===== src/rtl/flag_stack.sv =====
// CPU status-flag register with a DEPTH-entry LIFO shadow stack for nested interrupts.
// Define FLAG_STACK_ERR_EN to build the sticky ovf_err/unf_err registers; otherwise both tie to 0.
module flag_stack #(
    parameter  int NUM_FLAGS = 2,
    parameter  int DEPTH     = 4,
    localparam int LW        = $clog2(DEPTH + 1)
) (
    input  logic                 clk,
    input  logic                 reset,
    input  logic [NUM_FLAGS-1:0] flg_in,
    input  logic [NUM_FLAGS-1:0] flg_ld,
    input  logic [NUM_FLAGS-1:0] flg_set,
    input  logic [NUM_FLAGS-1:0] flg_clr,
    input  logic                 push,
    input  logic                 pop,
    input  logic                 err_clr,
    output logic [NUM_FLAGS-1:0] flg_out,
    output logic [LW-1:0]        level,
    output logic                 empty,
    output logic                 full,
    output logic                 ovf_err,
    output logic                 unf_err
);

    logic [NUM_FLAGS-1:0] flg_q;
    logic [NUM_FLAGS-1:0] flg_nxt;
    logic [NUM_FLAGS-1:0] top_val;
    logic [NUM_FLAGS-1:0] stack_q [DEPTH];
    logic [LW-1:0]        level_q;
    logic [LW-1:0]        top_idx;
    logic                 push_only;
    logic                 pop_only;
    logic                 do_push;
    logic                 do_pop;

    assign empty     = (level_q == '0);
    assign full      = (level_q == LW'(DEPTH));
    // A simultaneous push and pop cancels: nothing moves and no error is raised.
    assign push_only = push & ~pop;
    assign pop_only  = pop & ~push;
    assign do_push   = push_only & ~full;
    assign do_pop    = pop_only & ~empty;
    assign top_idx   = level_q - LW'(1);

    always_comb begin
        // NOTE: every always_comb output gets a default before any branch, so no latch is inferred.
        top_val = '0;
        for (int i = 0; i < DEPTH; i++) begin
            if (top_idx == LW'(i)) begin
                top_val = stack_q[i];
            end
        end
    end

    // Clear beats set beats load; a restore from the stack overrides all three.
    always_comb begin
        flg_nxt = flg_q;
        for (int b = 0; b < NUM_FLAGS; b++) begin
            if (flg_clr[b]) begin
                flg_nxt[b] = 1'b0;
            end else if (flg_set[b]) begin
                flg_nxt[b] = 1'b1;
            end else if (flg_ld[b]) begin
                flg_nxt[b] = flg_in[b];
            end
        end
        if (do_pop) begin
            flg_nxt = top_val;
        end
    end

    always_ff @(posedge clk) begin
        // NOTE: sequential state uses non-blocking assignments only, so every register samples pre-edge values.
        if (reset) begin
            flg_q   <= '0;
            level_q <= '0;
            // NOTE: the shadow entries are explicitly reset; stale flags must never be observable after reset.
            for (int i = 0; i < DEPTH; i++) begin
                stack_q[i] <= '0;
            end
        end else begin
            flg_q <= flg_nxt;
            for (int i = 0; i < DEPTH; i++) begin
                if (do_push && (level_q == LW'(i))) begin
                    stack_q[i] <= flg_q;
                end
            end
            if (do_push) begin
                level_q <= level_q + LW'(1);
            end else if (do_pop) begin
                level_q <= level_q - LW'(1);
            end
        end
    end

`ifdef FLAG_STACK_ERR_EN
    logic ovf_q;
    logic unf_q;

    // A new error in the same cycle as err_clr wins.
    always_ff @(posedge clk) begin
        if (reset) begin
            ovf_q <= 1'b0;
            unf_q <= 1'b0;
        end else begin
            if (push_only && full) begin
                ovf_q <= 1'b1;
            end else if (err_clr) begin
                ovf_q <= 1'b0;
            end
            if (pop_only && empty) begin
                unf_q <= 1'b1;
            end else if (err_clr) begin
                unf_q <= 1'b0;
            end
        end
    end

    assign ovf_err = ovf_q;
    assign unf_err = unf_q;
`else
    logic unused_err_clr;

    assign unused_err_clr = err_clr;
    assign ovf_err        = 1'b0;
    assign unf_err        = 1'b0;
`endif

    assign flg_out = flg_q;
    assign level   = level_q;

endmodule


===== config.mk =====
export PLATFORM = sky130hd
export DESIGN_NAME = flag_stack
export DESIGN_NICKNAME = d
export VERILOG_FILES = /design/src/rtl/flag_stack.sv
export SDC_FILE = /design/constraint.sdc
export NUM_CORES = 1
export LEC_CHECK = 0
export ABC_CLOCK_PERIOD_IN_PS = 2500
export BUFFER_PORTS_ARGS = -buffer_cell sky130_fd_sc_hd__buf_2
export CORE_MARGIN = 3
export CORE_UTILIZATION = 40
export CTS_CLUSTER_DIAMETER = 60
export CTS_CLUSTER_SIZE = 40
export DETAILED_ROUTE_END_ITERATION = 8
export GPL_ROUTABILITY_DRIVEN = 0
export REMOVE_ABC_BUFFERS = 1
export SLEW_MARGIN = 20
export SYNTH_ARGS = -nofsm -noshare
export SYNTH_HDL_FRONTEND = slang
export SYNTH_SLANG_ARGS = --single-unit

===== constraint.sdc =====
create_clock -name clk -period 2.5 [get_ports clk]
set_input_delay 0.25 -clock clk [delete_from_list [all_inputs] [get_ports clk]]
set_output_delay 0.25 -clock clk [all_outputs]
set_load 0.01 [all_outputs]

==> metrics.txt, run 1 <==
status=complete, no violations; post-synth top area cell=edfxtp_1; setup TNS=0 ns; pwr/cell area=736 nW/um^2; IO Count=22; Nets=140; count of cell types in the netlist=32; Clock Tree Buf Depth=2; ranking of synthesized cells by area=edfxtp_1 (26%), dfxtp_1 (11%), ha_1 (8.2%), nand2b_1 (5.4%), o21ai_0 (4.4%); Rows=16; drt first pass iters=4; critical path arrival=around 2.0 ns; Levels on crit path=6; Inserted Clock Buffers=3; Yosys warning count=0; flop-to-flop setup slack=about 0.65 ns; DIE HEIGHT=54.0 um; cell family with most CP delay=compound AO/OA/AOI/OAI gates; die footprint=2910 um^2; post-CTS sizing=0; Worst Setup End Kind=flop; Die W=around 54 um; gr usage total=0.164; Area after DPL=about 1000 um^2; Syn Std Cell Area=920 um^2; grt ovf=0; Setup Buffers After CTS=0; Iter 0 DRT Violations=18; VDD IR-drop max=between 0.3 and 0.4 mV; #FFs+latches synth=13; crit-path cells=inv_1 > ha_1 > nor2b_1 > nor3_1 > a31oi_1 > a2111oi_2; Req. time, crit path=between 2 and 3 ns; core region area=a little over 2000 um^2; Crit Path Class=reg -> reg; initial antenna violation count=0; Synth Instances=a little over 100; Skew-Pair Late Insertion Delay=0.28 ns; vias=between 700 and 800; share of layout cells above drive strength 1=0.217; RR Endpoint=flg_out[1]; Main synth FF type=edfxtp_1; hold buffer count at cts=0; Synth top area share=0.261; multi-input logic area=around 540 um^2; Worst path slowest cell=dfxtp_1; final instance area=between 1000 and 1500 um^2; pin count of the biggest net entering global routing=17; MaxCap Viol Count=0; R2R Path Start=level[0]; Post-synth EDFFs=8; CP Buf/Inv Count=1; drt drc=0; Clock Skew=between 0.003 and 0.004 ns; CTS tree=yes; Fin Hold WS=around 0.15 ns; period utilization=0.742; termination of the worst setup path=flg_out[1]; Layout fillers=200; WL per Instance=~13 um; Setup Viol. Count Final=0; HPWL Detailed=approximately 1.6 mm; first-pass GRT wire length=around 3.4 mm; Hold Vio Cnt, Final=0; Mean Syn Cell Area=about 9.1 um^2; antenna viol nets, final=0; Max FO, Critical Path=6; sequential area share after synthesis=0.370; Critical Path Source Type=flop; clk root buf=clkbuf_4; asr flop ratio synth=0; initial core utilization=0.446; leakage=0.435 nW; max frequency=0.539 GHz; htree depth=1; final wirelength=between 1.5 and 2 mm; post-layout min period=1.85 ns; Port Buf Inserts=18; Seq. cell area=roughly 340 um^2; CTS clock-pin slew for the worst setup and hold paths=0.09 ns; Final Util=0.510; CP max stage delay=~0.45 ns; CTS Sinks=13; CP startpoint=level[0]; Layout area overhead=14.3%; unrepaired setup endpoints after global routing=no; vias in the first global route=approximately 770; FF-to-FF path depth=6; diode count=0; max-slew violation count=0; hold crit path type=in -> reg; DR vias/cell=5.31
-- area by class of cell --
class	count	area share
tap	27	0.0321
multi-input combinational	81	0.518
sequential	13	0.324
clock inverter	1	0.00476
clock buffer	3	0.0214
inverter	4	0.0143
timing repair buffer	18	0.0857
-- flip-flops by register name (all words and copies together) (netlist names) --
signal   cells
level        3
flg_out      2
stack_q      8
-- synth_stat cells (2+ instances only) --
master     count
a2111oi_1      2
a2111oi_2      2
a211oi_1       2
a21boi_0       2
a21o_1         2
a21oi_1        4
a31oi_1        2
and2_1         2
and3_1         4
buf_4          2
dfxtp_1        5
edfxtp_1       8
ha_1           6
inv_1          4
nand2_1        7
nand2b_1       8
nor2_1         8
nor2b_1        6
nor2b_4        2
nor3_1         3
o21a_1         2
o21ai_0        8
-- cell usage in the layout, fill, tap and decap left out, types with 2 or more instances in the layout --
| cell | n |
|---|---|
| a2111oi_2 | 2 |
| edfxtp_1 | 8 |
| conb_1 | 2 |
| dfxtp_1 | 5 |
| a21boi_0 | 2 |
| nand2b_1 | 8 |
| a2111oi_1 | 2 |
| a31oi_1 | 2 |
| a21o_1 | 2 |
| and2_1 | 2 |
| nor2b_1 | 6 |
| inv_1 | 4 |
| o21ai_0 | 8 |
| o21a_1 | 2 |
| nand2_1 | 7 |
| nor2b_4 | 2 |
| a211oi_1 | 2 |
| clkbuf_4 | 3 |
| a21oi_1 | 4 |
| nor2_1 | 8 |
| ha_1 | 6 |
| buf_2 | 18 |
| nor3_1 | 3 |
| and3_1 | 4 |
-- stage by stage --
step	cells	setup slack (ns)	total power [mW]
2_1_floorplan	98	0.834	0.537
3_3_place_gp	143	0.704	0.638
3_5_place_dp	143	0.693	0.641
4_1_cts	147	0.668	0.776
5_1_grt	147	0.530	0.843
6_report	147	0.645	0.773
-- where the power goes --
| group | switching (mW) | internal [mW] |
|---|---|---|
| Sequential | 0.0339 | 0.257 |
| Clock | 0.0757 | 0.0594 |
| Combinational | 0.202 | 0.145 |
| Total | 0.312 | 0.461 |
-- worst reg2reg max path: stages (launching register included) --
cell and delay, ns:
dfxtp_1 0.45, inv_1 0.12, ha_1 0.26, nor2b_1 0.15
nor3_1 0.27, a31oi_1 0.16, a2111oi_2 0.35
-- per-layer routing --
| layer | share of wire | track usage |
|---|---|---|
| met1 | 0.49 | 0.227 |
| met2 | 0.44 | 0.256 |
| met3 | 0.064 | 0.0332 |
| met4 | 0.0081 | 0.0511 |
| met5 | 0 | 0 |
-- cells by family after synthesis --
logic type,Yosys count,synth area share
adders and majority gates,6,0.0816
AOI/OAI and AO/OA,29,0.223
and+or+nand+nor,44,0.279
DFF,13,0.370
other,1,0.00408
buffers and inverters,8,0.0422
-- worst min-delay path by stage --
| stage | from | to | slack [ns] | cells after the start |
|---|---|---|---|---|
| after floorplan | reset | flg_out[1] | 0.32 | 1 |
| after detailed placement | flg_clr[1] | flg_out[1] | 0.46 | 2 |
| final | flg_clr[1] | flg_out[1] | 0.15 | 2 |
| after CTS | flg_clr[1] | flg_out[1] | 0.15 | 2 |
| after global placement | flg_clr[1] | flg_out[1] | 0.46 | 2 |
| after global routing | flg_clr[1] | flg_out[1] | 0.14 | 2 |
Note: power is estimated with default switching activity, not from simulation.
==> inputs of run 2 (changes only) <==
ABC_AREA = 1   (was not set)
ABC_CLOCK_PERIOD_IN_PS = 1900   (was 2500)
clock period = 1.9 ns   (was 2.5 ns; I/O delays follow)
==> run 2 against run 1 <==
Sequential power is 22% higher. Clock power is 33% higher. Core utilization is 0.91 points lower. Power is 22% higher. Fmax is 7.0% higher. Critical path type unchanged. Largest power group unchanged.
==> metrics.txt, run 2 <==
status=complete, no violations; gr usage total=0.151; MaxCap Viol Count=0; Iter 0 DRT Violations=16; CTS Sinks=13; post-CTS sizing=0; most common cell after layout, fill and taps aside=nand2_1; Main synth FF type=edfxtp_1; crit-path cells=inv_1 > ha_1 > nand2_1 > nand3_1 > o21ai_0; CP Buf/Inv Count=1; max frequency=between 0.5 and 0.6 GHz; drt first pass iters=4; asr flop ratio synth=0; VDD IR-drop max=0.496 mV; Setup Buffers After CTS=0; vias=between 800 and 900; Max FO, Critical Path=7; setup TNS=0 ns; HPWL Detailed=between 1 and 1.5 mm; clk root buf=clkbuf_4; cell family with most CP delay=flip-flops; hold buffer count at cts=0; pwr/cell area=around 940 nW/um^2; worst setup margin=about 0.17 ns; CTS clock-pin slew for the worst setup and hold paths=roughly 0.080 ns; max reg flops=8; initial core utilization=0.435; period utilization=0.912; post-layout min period=approximately 1.7 ns; Syn Std Cell Area=between 800 and 900 um^2; Die W=roughly 53 um; diode count=0; Setup Viol. Count Final=0; Synth top area share=0.276; die footprint=approximately 2800 um^2; DIE HEIGHT=~53 um; antenna viol nets, final=0; Worst Setup End Kind=flop; unrepaired setup endpoints after global routing=no; Rows=16; Hold Vio Cnt, Final=0; final wirelength=between 1.5 and 2 mm; Mean Syn Cell Area=approximately 7.3 um^2; Skew-Pair Late Insertion Delay=about 0.28 ns; #FFs+latches synth=13; Post-synth EDFFs=8; pin count of the biggest net entering global routing=12; Req. time, crit path=around 1.9 ns; pre-CTS WS=approximately 0.19 ns; post-synth top area cell=edfxtp_1; most frequent cells in the layout=nand2_1 (28), inv_1 (22), buf_2 (18); core region area=2000 um^2; most instantiated library cell after synthesis=nand2_1; Largest Register=stack_q; share of layout cells above drive strength 1=0.214; count of cell types in the netlist=19; grt ovf=0; Layout area overhead=15.1%; sequential area share after synthesis=0.391; ranking of synthesized cells by area=edfxtp_1 (28%), nand2_1 (12%), dfxtp_1 (11%), inv_1 (9.5%), ha_1 (8.6%); Port Buf Inserts=18; vias in the first global route=690; Clock Skew=between 0.0004 and 0.0005 ns; Synth Instances=between 100 and 150; CTS tree=yes; CP max stage delay=just under 0.4 ns; first-pass GRT wire length=around 2.9 mm; drt drc=0; Worst path slowest cell=dfxtp_1; Clock Tree Buf Depth=2; initial antenna violation count=0; htree depth=1; Inserted Clock Buffers=3; critical path arrival=1.70 ns; DR vias/cell=between 4 and 5; hold crit path type=in -> reg; Nets=between 150 and 200; WL per Instance=around 11 um; Critical Path Source Type=flop; max-slew violation count=0; leakage=around 0.52 nW; Crit Path Class=reg -> reg; IO Count=22; Commonest cells post-synth=nand2_1 (28), inv_1 (22), nor2_1 (16); Layout fillers=roughly 200; Yosys warning count=0
==> run 2: changes by cell type in the layout (fill, tap and decap cells not counted), sizes merged, moves of 3 or more <==
| cell | delta |
|---|---|
| nor2 | +8 |
| nor3 | -3 |
| o21ai | -3 |
| nand2b | -8 |
| a2111oi | -4 |
| nand2 | +24 |
| nand3 | +13 |
| inv | +19 |
| and3 | -4 |
| nor2b | -8 |
==> run 2: per-layer routing <==
metal,vias to the layer above,wire [um],GRT usage
met2,18,837,0.231
li1,411,-,-
met1,367,861,0.190
met4,0,45,0.0894
met3,5,63,0.0342
met5,-,0,0
==> run 2: worst paths after layout <==
| check | from | end | slack, ns | cells after the start |
|---|---|---|---|---|
| worst max-delay path | level[1] | stack_q[2][1] | 0.17 | 5 |
| worst min register to register | level[1] | level[1] | 0.51 | 2 |
| worst max register to register | level[1] | stack_q[2][1] | 0.17 | 5 |
| worst min-delay path | reset | level[1] | 0.09 | 2 |
==> run 2: cells by family after synthesis <==
logic type | synth area share
AND/OR/NAND/NOR | 0.312
buffers and inverters | 0.134
flip-flops | 0.391
AO/OA/AOI/OAI | 0.0733
adder cells (fa/ha/maj) | 0.0862
other | 0.00431
==> run 2: area by class of cell <==
cell class / instances / area [um^2] / share of cell area
multi-input cells: 81 / 418 / 0.417
clock buffers: 4 / 26.3 / 0.0262
inverters: 23 / 86.3 / 0.0861
flip-flops and latches: 13 / 340 / 0.340
well taps: 27 / 33.8 / 0.0337
repair buffers: 19 / 97.6 / 0.0974
==> run 2: stage by stage <==
stage / power, mW / util / hold slack, ns / instance area, um^2 / cells
final: 0.945 / 0.501 / 0.0888 / 1000 / 167
after global routing: 1.03 / 0.501 / 0.0908 / 1000 / 167
after CTS: 0.946 / 0.501 / 0.0909 / 1000 / 167
after detailed placement: 0.770 / 0.488 / 0.394 / 976 / 163
after global placement: 0.763 / 0.488 / 0.378 / 976 / 163
after floorplan: 0.653 / - / 0.259 / 845 / 117
==> run 2: report_power, final <==
part / switching, mW / internal (mW)
logic: 0.268 / 0.141
clock network: 0.0982 / 0.0817
registers: 0.0220 / 0.334
